--- src/rtl/axis_tg.sv ---
// AXI-Stream traffic generator: LFSR-throttled injection of single-beat packets to
// pseudo-random destinations, with per-destination sequence numbers and completion flag.
module axis_tg #(
  parameter logic [63:0] DEST_SEED   = 64'h1,
  parameter logic [15:0] LOAD_SEED   = 16'h1,
  parameter int          COUNT_WIDTH = 16,
  parameter int          TDATA_WIDTH = 32,
  parameter int          TDEST_WIDTH = 2,
  parameter int          TID_WIDTH   = 2,
  parameter int          TID         = 0
) (
  input  logic                     clk,
  input  logic                     rst_n,
  input  logic [15:0]              load,
  input  logic [COUNT_WIDTH-1:0]   num_packets,
  input  logic                     start,
  input  logic [TDATA_WIDTH/2-1:0] ticks,
  output logic                     done,
  output logic [COUNT_WIDTH-1:0]   sent_packets [2**TDEST_WIDTH],
  output logic                     axis_out_tvalid,
  input  logic                     axis_out_tready,
  output logic [TDATA_WIDTH-1:0]   axis_out_tdata,
  output logic                     axis_out_tlast,
  output logic [TID_WIDTH-1:0]     axis_out_tid,
  output logic [TDEST_WIDTH-1:0]   axis_out_tdest
);

  localparam int          HALF    = TDATA_WIDTH / 2;
  localparam int          NDEST   = 2**TDEST_WIDTH;
  localparam logic [15:0] L_SEED  = (LOAD_SEED == 16'h0) ? 16'h1 : LOAD_SEED;
  localparam logic [63:0] D_SEED  = (DEST_SEED == 64'h0) ? 64'h1 : DEST_SEED;
  localparam logic [15:0] L_MASK  = 16'hB400;
  localparam logic [63:0] D_MASK  = 64'hD800_0000_0000_0000;

  logic [15:0]            r_load_lfsr;
  logic [63:0]            r_dest_lfsr;
  logic [COUNT_WIDTH-1:0] r_issued;
  logic [COUNT_WIDTH-1:0] r_total;
  logic                   r_done;
  logic                   r_tvalid;
  logic [TDATA_WIDTH-1:0] r_tdata;
  logic [TDEST_WIDTH-1:0] r_tdest;
  logic                   r_tlast;
  logic [COUNT_WIDTH-1:0] r_sent [NDEST];

  logic                   w_active;
  logic                   w_hs;
  logic                   w_free;
  logic                   w_gen;
  logic [TDEST_WIDTH-1:0] w_dest;
  logic [COUNT_WIDTH-1:0] w_seq;
  logic [HALF-1:0]        w_seq_fit;
  logic [15:0]            w_load_next;
  logic [63:0]            w_dest_next;

  assign w_active    = start & ~r_done;
  assign w_hs        = r_tvalid & axis_out_tready;
  assign w_free      = ~r_tvalid | axis_out_tready;
  assign w_gen       = w_active && (r_issued < num_packets) && (r_load_lfsr <= load) && w_free;
  assign w_dest      = r_dest_lfsr[TDEST_WIDTH-1:0];
  assign w_load_next = {1'b0, r_load_lfsr[15:1]} ^ (r_load_lfsr[0] ? L_MASK : 16'h0);
  assign w_dest_next = {1'b0, r_dest_lfsr[63:1]} ^ (r_dest_lfsr[0] ? D_MASK : 64'h0);

  // A beat to the same destination retiring this cycle has already claimed the current count.
  always_comb begin
    w_seq = r_sent[w_dest];
    if (w_hs && (r_tdest == w_dest)) begin
      w_seq = r_sent[w_dest] + COUNT_WIDTH'(1);
    end
  end

  generate
    if (COUNT_WIDTH >= HALF) begin : g_trunc
      assign w_seq_fit = w_seq[HALF-1:0];
    end else begin : g_zext
      assign w_seq_fit = {{(HALF-COUNT_WIDTH){1'b0}}, w_seq};
    end
  endgenerate

  always_ff @(posedge clk or negedge rst_n) begin
    if (!rst_n) begin
      r_load_lfsr <= L_SEED;
      r_dest_lfsr <= D_SEED;
      r_issued    <= '0;
      r_total     <= '0;
      r_done      <= 1'b0;
    end else begin
      if (w_active) r_load_lfsr <= w_load_next;
      if (w_gen) begin
        r_dest_lfsr <= w_dest_next;
        r_issued    <= r_issued + COUNT_WIDTH'(1);
      end
      if (w_hs) r_total <= r_total + COUNT_WIDTH'(1);
      r_done <= r_done | (r_total == num_packets);
    end
  end

  always_ff @(posedge clk or negedge rst_n) begin
    if (!rst_n) begin
      r_tvalid <= 1'b0;
      r_tdata  <= '0;
      r_tdest  <= '0;
      r_tlast  <= 1'b0;
    end else if (w_gen) begin
      r_tvalid <= 1'b1;
      r_tdata  <= {ticks, w_seq_fit};
      r_tdest  <= w_dest;
      r_tlast  <= 1'b1;
    end else if (w_hs) begin
      r_tvalid <= 1'b0;
    end
  end

  always_ff @(posedge clk or negedge rst_n) begin
    if (!rst_n) begin
      for (int i = 0; i < NDEST; i++) r_sent[i] <= '0;
    end else begin
      for (int i = 0; i < NDEST; i++) begin
        if (w_hs && (r_tdest == TDEST_WIDTH'(i))) r_sent[i] <= r_sent[i] + COUNT_WIDTH'(1);
      end
    end
  end

  genvar gi;
  generate
    for (gi = 0; gi < NDEST; gi++) begin : g_sent_out
      assign sent_packets[gi] = r_sent[gi];
    end
  endgenerate

  assign done            = r_done;
  assign axis_out_tvalid = r_tvalid;
  assign axis_out_tdata  = r_tdata;
  assign axis_out_tdest  = r_tdest;
  assign axis_out_tlast  = r_tlast;
  assign axis_out_tid    = TID_WIDTH'(TID);

endmodule

--- config.mk ---
export PLATFORM = sky130hd
export DESIGN_NAME = axis_tg
export DESIGN_NICKNAME = d
export VERILOG_FILES = /design/src/rtl/axis_tg.sv
export SDC_FILE = /design/constraint.sdc
export NUM_CORES = 1
export LEC_CHECK = 0
export ABC_CLOCK_PERIOD_IN_PS = 3500
export BUFFER_PORTS_ARGS = -buffer_cell sky130_fd_sc_hd__buf_2
export CORE_MARGIN = 2
export CORE_UTILIZATION = 50
export CTS_BUF_LIST = sky130_fd_sc_hd__clkbuf_16
export DETAILED_ROUTE_END_ITERATION = 16
export PLACE_DENSITY = 0.75
export SYNTH_ARGS = -nofsm -noshare
export SYNTH_HDL_FRONTEND = slang
export SYNTH_SLANG_ARGS = --single-unit
--- constraint.sdc ---
create_clock -name clk -period 3.5 [get_ports clk]
set_input_delay 0.7 -clock clk [delete_from_list [all_inputs] [get_ports clk]]
set_output_delay 0.7 -clock clk [all_outputs]
set_load 0.1 [all_outputs]
**Word-level counts from Yosys, hierarchy flattened**

Cells that the tools add are included.

- Input bits: 52
- Logic and storage cells: 55
- Register bits: 213

- Mux-type cells: 8
- Bitwise logic cells: 9
- Equality and inequality tests: 5
- Reduce and logical (&&, ||, !) cells: 10
- $lt $le $gt $ge: 3
- Add/sub/neg operators: 7

Operator list:

| kind | number |
|---|---|
| $add 16x1->16 const B | 7 |
| $mux 16 | 4 |
| $mux 64 | 1 |
| $xor 63x64->64 | 1 |
| $bmux 16 s2 | 1 |
| $eq 16x16->1 | 1 |
| $le 16x16->1 | 1 |
| $lt 16x16->1 | 1 |
| $xor 15x16->16 | 1 |
| $logic_and 1x1->1 | 8 |
| $eq 2x2->1 const B | 2 |
| $ge 3x3->1 const B | 1 |
| $not 2->3 | 1 |
| $and 1x1->1 | 2 |
| $eq 2x1->1 const B | 1 |
| $eq 2x2->1 | 1 |
| $logic_not 2->1 | 1 |
| $mux 1 | 2 |
| $not 1->1 | 2 |
| $or 1x1->1 | 2 |
| $reduce_bool 2->1 | 1 |

**Depth between registers and ports, before layout**

Gate-level depths: netlist of run 1.

- Depth after elaboration: 6
- Mapped depth: 11
- Mapped depth without buffers: 9

**Least setup slack after synthesis of run 1**

Ideal clock, no wire load.

- Path kind: input to register
- Start point: input port load[10]
- End point: register r_tdata[16], in the netlist axis_out_tdata[16]
- Path slack: 0.628 ns
- Cell stages on the path: 10
- Data arrival time: 2.747 ns
- Path buffers: 2
- Path through: inv_1 > ha_1 > a21oi_1 > nand2_1 > a221oi_1 > o221ai_1 > a211oi_2 > buf_4 > buf_4 > mux2_2

- Cells in the longest elaborated chain, start to end: 3

Ends and longest elaborated chain:

| what | line | source |
|---|---|---|
| start: declaration | 14 | `input logic [15:0] load,` |
| $le 16x16->1 | 59 | `assign w_gen = w_active && (r_issued < num_packets) && (r_load_lfsr <= load) && w_free;` |
| $logic_and 1x1->1 (2 in series) | 59 |  |
| end signal: assignment | 106 | `r_tdata <= {ticks, w_seq_fit};` |
| end: declaration | 41 | `logic [TDATA_WIDTH-1:0] r_tdata;` |

Every way passes these cells.
A chain may end at the register's enable or synchronous reset.

**Worst setup path after layout of run 1**

- Start point: register r_issued[11]
- End point: register r_dest_lfsr[44]

- Cells in the longest elaborated chain, start to end: 4

Ends and longest elaborated chain:

| what | line | source |
|---|---|---|
| start: declaration | 37 | `logic [COUNT_WIDTH-1:0] r_issued;` |
| start signal: assignment | 91 | `r_issued <= r_issued + COUNT_WIDTH'(1);` |
| $lt 16x16->1 | 59 |  |
| $logic_and 1x1->1 (3 in series) | 59 |  |
| end signal: assignment | 90 | `r_dest_lfsr <= w_dest_next;` |
| end: declaration | 36 | `logic [63:0] r_dest_lfsr;` |

Every way passes these cells.

==> impl_results.md, run 1 <==
- Most used cell along the critical path: buf_12
- TNS Setup: 0 ns
- Crit-path leading delay family: compound AO/OA/AOI/OAI gates
- CTS H-tree depth: 1
- Max_cap viols: 0
- Worst path depth: 9
- Worst rel slew slack: 0.433
- Commonest non-fill, non-tap cell in the layout: dfrtp_1
- CTS tree: built
- Slew Limit Fails: 0
- CP startpoint: r_issued[11]
- VDD IR max: 0.000381 V
- GRT Overall Usage: 0.197
- Fmax achieved: 352 MHz
- Core region area: 19600 um^2
- RSZ-0062 raised after global routing: no
- Area occupied by multi-input gates: 4480 um^2
- Most frequent cells in the layout: 210 x dfrtp_1, 151 x buf_2, 95 x mux2_2
- Pwr dens: 761 nW/um^2
- Drt pass-1 iters: 4
- Placement Setup Slack: 0.238 ns
- Fin crit share: 0.811
- Final nets: 1089
- DP HPWL: 14900 um
- Critical-path maximum fanout: 49
- Ys async rst share: 1.00
- Leakage Power: 5.85 nW
- Starting Density: 0.514
- Tightest Hold Check Type: in2async
- FF-to-FF path depth: 9
- Critical Path AT: 3.21 ns
- Mapped cell area: 10100 um^2
- Register bit count reported by yosys: 212
- Kind of end point of the critical path: flop
- Initial DRC count: 334
- Post-layout minimum cycle time: 2.84 ns
- # port buffers: 152
- Ports: 155
- Wire per inst: 15.9 um
- Layout area overhead: 18.4%
- Bufs and invs on worst path: 2
- Pin count of the biggest net entering global routing: 105
- FF/Latch Area: 5310 um^2
- Die area: 21300 um^2
- Mean Syn Cell Area: 12.1 um^2
- Synth Warn #: 0
- Post-synth EDFFs: 0
- Worst Clk Skew: 0.0268 ns
- First-pass GRT wire length: 34500 um
- Hold Fails Final Rpt: 0
- Remaining Overflow, GRT: 0
- Initial antenna violation count: 1
- Drt drc: 0
- Final worst slack: 0.660 ns
- Layout cells sized above 1: 0.310
- Final ANT Viol Nets: 0
- Clk buf depth: 3
- Root buffer cell: clkbuf_16
- Kind of critical path: reg2reg
- Vias per inst: 5.27
- # hold bufs at CTS: 0
- Setup bufs post-CTS: 0
- CTS Sinks: 212
- Vias: 6741
- Final setup violation count: 0
- Chip Height: 146 um
- Slowest library cell on the worst path: dfrtp_1
- Clk_lat worst skew: 0.51 ns
- Critical Path Max Stage Delay: 0.44 ns
- Final wirelength: 20400 um
- Netlist cell types: 40
- Critical Path RT: 3.87 ns
- GP Congestion: 0.889
- RR Startpoint: r_issued[11]
- Setup crit start kind: flop
- Filler instances: 1576
- Critical path cell sequence: ha_1, a21oi_1, o21ai_0, a211oi_1, o21ai_1, a211oi_4, buf_12, buf_12, mux2_2
- Die Span X: 146 um
- Post-synthesis sequential area ratio: 0.528
- Outcome: completed
- Mapped Cells: 833
- Clock-pin slew on the worst setup and hold paths: 0.06 ns
- Num CTS Buffers: 23
- Vias in the first global route: 6763
- Cell Rows: 51
- Most common flop cell mapped by yosys: dfrtp_1
- Post-CTS sizing: 0
- Measured slew at the worst slew-check pin: 0.851 ns
-- power breakdown --
group / internal [mW] / switching, mW / leakage (nW) / total (mW)
Combinational: 0.965 / 2.47 / 2.72 / 3.44
Clock: 1.33 / 0.920 / 0.355 / 2.25
Sequential: 2.98 / 0.393 / 2.77 / 3.37
-- per-stage QoR --
step                total power, mW  utilization  hold WS (ns)  instances  instance area [um^2]
finish                         9.06        0.608         0.295       1280                 11900
global route                   9.55        0.608         0.373       1280                 11900
CTS                            9.16        0.608         0.336       1279                 11900
detailed placement             6.87        0.572         0.452       1239                 11200
global placement               6.79        0.572         0.448       1239                 11200
floorplan                      6.14            -         0.404        834                 10100
-- sequential cells by signal (all words and copies together) (netlist names) --
name and count:
axis_out_tdata 32, axis_out_tdest 2, axis_out_tlast 1, axis_out_tvalid 1
done 1, r_dest_lfsr 63, r_issued 16, r_load_lfsr 16
r_total 16, sent_packets 64
-- path summary, 6_finish.rpt --
| path | end | slack, ns |
|---|---|---|
| setup / recovery | r_dest_lfsr[44] | 0.66 |
| hold / removal | r_load_lfsr[14] | 0.29 |
| setup reg to reg | r_dest_lfsr[44] | 0.66 |
| hold reg to reg | axis_out_tlast | 0.47 |
| max in group asynchronous | sent_packets[35] | 2.39 |
| min in group clk | axis_out_tdata[30] | 0.43 |
-- layout make-up --
cell class	instances	area share
clock inverter	17	0.0108
clock buffer	23	0.0483
timing repair buffer	166	0.0797
multi-input combinational	559	0.376
sequential	212	0.446
inverter	37	0.0117
tap	265	0.0278
antenna	1	0.000210
-- per-layer routing --
layer  up-vias  global-route usage  part of all wire  wire length, um
met1      3312               0.265              0.44             8920
met5         -                   0                 0                0
met3        27              0.0429             0.062             1270
li1       3227                   -                 -                -
met4         0              0.0461             0.018              367
met2       175               0.327              0.48             9820
-- cell usage after synthesis (all sizes together) (2+ instances only) --
| cell type | n | area share |
|---|---|---|
| dfrtp | 210 | 0.52 |
| mux2 | 95 | 0.11 |
| xnor2 | 85 | 0.074 |
| nand2 | 59 | 0.022 |
| nor2 | 50 | 0.019 |
| xor2 | 43 | 0.037 |
| ha | 38 | 0.047 |
| inv | 37 | 0.014 |
| nand3 | 35 | 0.017 |
| a21oi | 30 | 0.015 |
| nand4 | 29 | 0.018 |
| buf | 21 | 0.013 |
| and3 | 17 | 0.011 |
| mux4 | 16 | 0.036 |
| o21ai | 11 | 0.0055 |
| and4 | 8 | 0.0070 |
| and2 | 5 | 0.0031 |
| clkbuf | 5 | 0.0019 |
| nor3 | 5 | 0.0025 |
| nor3b | 4 | 0.0030 |
| nor4 | 4 | 0.0025 |
| a211oi | 3 | 0.0027 |
| a21o | 3 | 0.0022 |
| nand2b | 3 | 0.0019 |
| or2 | 3 | 0.0019 |
| dfstp | 2 | 0.0052 |
| nor2b | 2 | 0.0012 |
| o21a | 2 | 0.0015 |
-- cell families (layout without fill, tap and decap cells) --
group | Yosys count | in the layout | share of synthesized area
compound gates | 52 | 52 | 0.0295
mux | 112 | 112 | 0.143
other cells | 1 | 3 | 0.000373
flops | 212 | 212 | 0.528
fa+ha+maj | 38 | 38 | 0.0473
buf+inv | 63 | 243 | 0.0287
simple gates | 227 | 227 | 0.112
xor+xnor | 128 | 128 | 0.111
Note: power is estimated with default switching activity, not from simulation.
==> run 2: changes to the inputs <==
--- a/config.mk
+++ b/config.mk
@@ -5,7 +5,7 @@
 export SDC_FILE = /design/constraint.sdc
 export NUM_CORES = 1
 export LEC_CHECK = 0
-export ABC_CLOCK_PERIOD_IN_PS = 3500
+export ABC_CLOCK_PERIOD_IN_PS = 2800
 export BUFFER_PORTS_ARGS = -buffer_cell sky130_fd_sc_hd__buf_2
 export CORE_MARGIN = 2
 export CORE_UTILIZATION = 50
==> constraint.sdc (replaced) <==
create_clock -name clk -period 2.8 [get_ports clk]
set_input_delay 0.56 -clock clk [delete_from_list [all_inputs] [get_ports clk]]
set_output_delay 0.56 -clock clk [all_outputs]
set_load 0.1 [all_outputs]
==> impl_results.md, run 2 (synthesized netlist as in run 1, its figures left out) <==
- Clk_lat worst skew: 0.50 ns (was 0.51 ns)
- Setup crit start kind: flop (unchanged)
- Final worst slack: 0.189 ns (was 0.660 ns)
- Die area: 21300 um^2 (unchanged)
- TNS Setup: 0 ns (unchanged)
- Final setup violation count: 0 (unchanged)
- Filler instances: 1544 (was 1576)
- Critical Path AT: 2.99 ns (was 3.21 ns)
- Leakage Power: 5.99 nW (was 5.85 nW)
- Critical path cell sequence: ha_1, a21oi_1, nand2_1, a221oi_1, o221ai_2, a211oi_4, buf_12, buf_12, mux2_2 (was ha_1, a21oi_1, o21ai_0, a211oi_1, o21ai_1, a211oi_4, buf_12, buf_12, mux2_2)
- Final Non-Filler Cells: 1305 (was 1280)
- Vias: 6804 (was 6741)
- First-pass GRT wire length: 34400 um (was 34500 um)
- Most frequent cells in the layout: 209 x dfrtp_1, 151 x buf_2, 95 x mux2_2 (was 210 x dfrtp_1, 151 x buf_2, 95 x mux2_2)
- Worst rel slew slack: 0.636 (was 0.433)
- Drt drc: 0 (unchanged)
- Clk buf depth: 3 (unchanged)
- Critical Path RT: 3.18 ns (was 3.87 ns)
- # port buffers: 152 (unchanged)
- Kind of critical path: reg2reg (unchanged)
- Kind of end point of the critical path: flop (unchanged)
- Num CTS Buffers: 23 (unchanged)
- Bufs and invs on worst path: 2 (unchanged)
- Comb power frac: 0.382 (was 0.379)
- Placed cells: 1265 (was 1239)
- # hold bufs at CTS: 0 (unchanged)
- Final wirelength: 20500 um (was 20400 um)
- Vias in the first global route: 6938 (was 6763)
- CTS Sinks: 212 (unchanged)
- Max_cap viols: 0 (unchanged)
- Sequential Power Share: 0.368 (was 0.372)
- Slowest library cell on the worst path: dfrtp_1 (unchanged)
- Most used cell along the critical path: buf_12 (unchanged)
- Commonest non-fill, non-tap cell in the layout: dfrtp_1 (unchanged)
- CTS H-tree depth: 1 (unchanged)
- Clk network pwr share: 0.250 (was 0.249)
- Ports: 155 (unchanged)
- Pwr dens: 945 nW/um^2 (was 761 nW/um^2)
- Critical-path maximum fanout: 29 (was 49)
- Final nets: 1115 (was 1089)
- Post-layout minimum cycle time: 2.61 ns (was 2.84 ns)
- Flip-flop count of the largest register after layout: 64 (unchanged)
- Initial antenna violation count: 0 (was 1)
- RSZ-0062 raised after global routing: no (unchanged)
- Fin crit share: 0.933 (was 0.811)
- Hold Fails Final Rpt: 0 (unchanged)
- Core region area: 19600 um^2 (unchanged)
- Crit-path leading delay family: compound AO/OA/AOI/OAI gates (unchanged)
- Clock-pin slew on the worst setup and hold paths: 0.06 ns (about the same)
- Starting Density: 0.514 (unchanged)
- Final core occ: 0.622 (was 0.608)
- Die Span X: 146 um (unchanged)
- Antenna diodes: 0 (was 1)
- Initial DRC count: 293 (was 334)
- Cell Rows: 51 (unchanged)
- Chip Height: 146 um (unchanged)
- Wire per inst: 15.7 um (was 15.9 um)
- DP HPWL: 15100 um (was 14900 um)
- Tightest Hold Check Type: in2async (unchanged)
- Remaining Overflow, GRT: 0 (unchanged)
- Outcome: completed (unchanged)
- VDD IR max: 0.000474 V (was 0.000381 V)
- Fmax achieved: 383 MHz (was 352 MHz)
- Layout area overhead: 21.0% (was 18.4%)
- Post-CTS sizing: 0 (unchanged)
- Drt pass-1 iters: 4 (unchanged)
- Internal power: 6.69 mW (was 5.28 mW)
- Critical Path Max Stage Delay: 0.41 ns (was 0.44 ns)
- CTS tree: built (unchanged)
- Slew Limit Fails: 0 (unchanged)
- Pin count of the biggest net entering global routing: 63 (was 105)
- Vias per inst: 5.21 (was 5.27)
- Measured slew at the worst slew-check pin: 0.546 ns (was 0.851 ns)
- Switching power total: 4.82 mW (was 3.79 mW)
- GRT Overall Usage: 0.196 (was 0.197)
- Final ANT Viol Nets: 0 (unchanged)
- Layout cells sized above 1: 0.334 (was 0.310)
- Worst Clk Skew: 0.0126 ns (was 0.0268 ns)
- Placement Setup Slack: -0.142 ns (was 0.238 ns)
- Root buffer cell: clkbuf_16 (unchanged)
- GP Congestion: 0.832 (was 0.889)
- Setup bufs post-CTS: 0 (unchanged)
- Sw Share: 0.418 (about the same)
## run 2: cell count changes in the layout (fill, tap and decap cells not counted), moves of 2 or more
cell | previous run | this run
buf_12 | 6 | 10
buf_4 | 8 | 30
clkinv_1 | 7 | 4
clkinv_2 | 3 | 5
clkinvlp_4 | 1 | 3
## run 2: metrics by stage
stage                     cell area, um^2  power, mW  hold slack, ns
after global routing                12200       12.1          0.0879
after floorplan                     10100       7.68           0.264
after CTS                           12200       11.6          0.0606
final                               12200       11.5          0.0479
after global placement              11400       8.60           0.465
after detailed placement            11400       8.70           0.468
## run 2: worst paths after layout
path / from / endpoint / slack [ns] / depth (start not counted)
setup / recovery: r_load_lfsr[10] / axis_out_tdest[1] / 0.19 / 9
max in group asynchronous: rst_n / sent_packets[24] / 2.05 / 2
hold reg to reg: r_issued[15] / r_issued[15] / 0.47 / 1
hold / removal: rst_n / r_load_lfsr[14] / 0.05 / 1
setup reg to reg: r_load_lfsr[10] / axis_out_tdest[1] / 0.19 / 9
min in group clk: ticks[12] / axis_out_tdata[28] / 0.29 / 2
## run 2: power by group through the flow
stage          sequential [mW]  combinational, mW  clock, mW
4_1_cts                   4.24               4.43       2.95
6_report                  4.23               4.40       2.87
3_3_place_gp              4.26               4.34          0
3_5_place_dp              4.29               4.41          0
2_1_floorplan             6.16               1.52          0
5_1_grt                   4.33               4.67       3.07
## run 2: cell type report
| type | instances | area, um^2 | area share |
|---|---|---|---|
| Clock inverter | 17 | 139 | 0.0114 |
| Tap cell | 265 | 332 | 0.0272 |
| Multi-Input combinational cell | 559 | 4490 | 0.369 |
| Clock buffer | 23 | 576 | 0.0473 |
| Inverter | 37 | 139 | 0.0114 |
| Sequential cell | 212 | 5310 | 0.436 |
| Timing Repair Buffer | 192 | 1190 | 0.0981 |
## run 2: routing by layer
| metal | vias to the layer above | track usage | part of all wire |
|---|---|---|---|
| li1 | 3263 | - | - |
| met1 | 3356 | 0.263 | 0.44 |
| met2 | 159 | 0.321 | 0.47 |
| met3 | 26 | 0.0492 | 0.067 |
| met4 | 0 | 0.0466 | 0.016 |
| met5 | - | 0 | 0 |
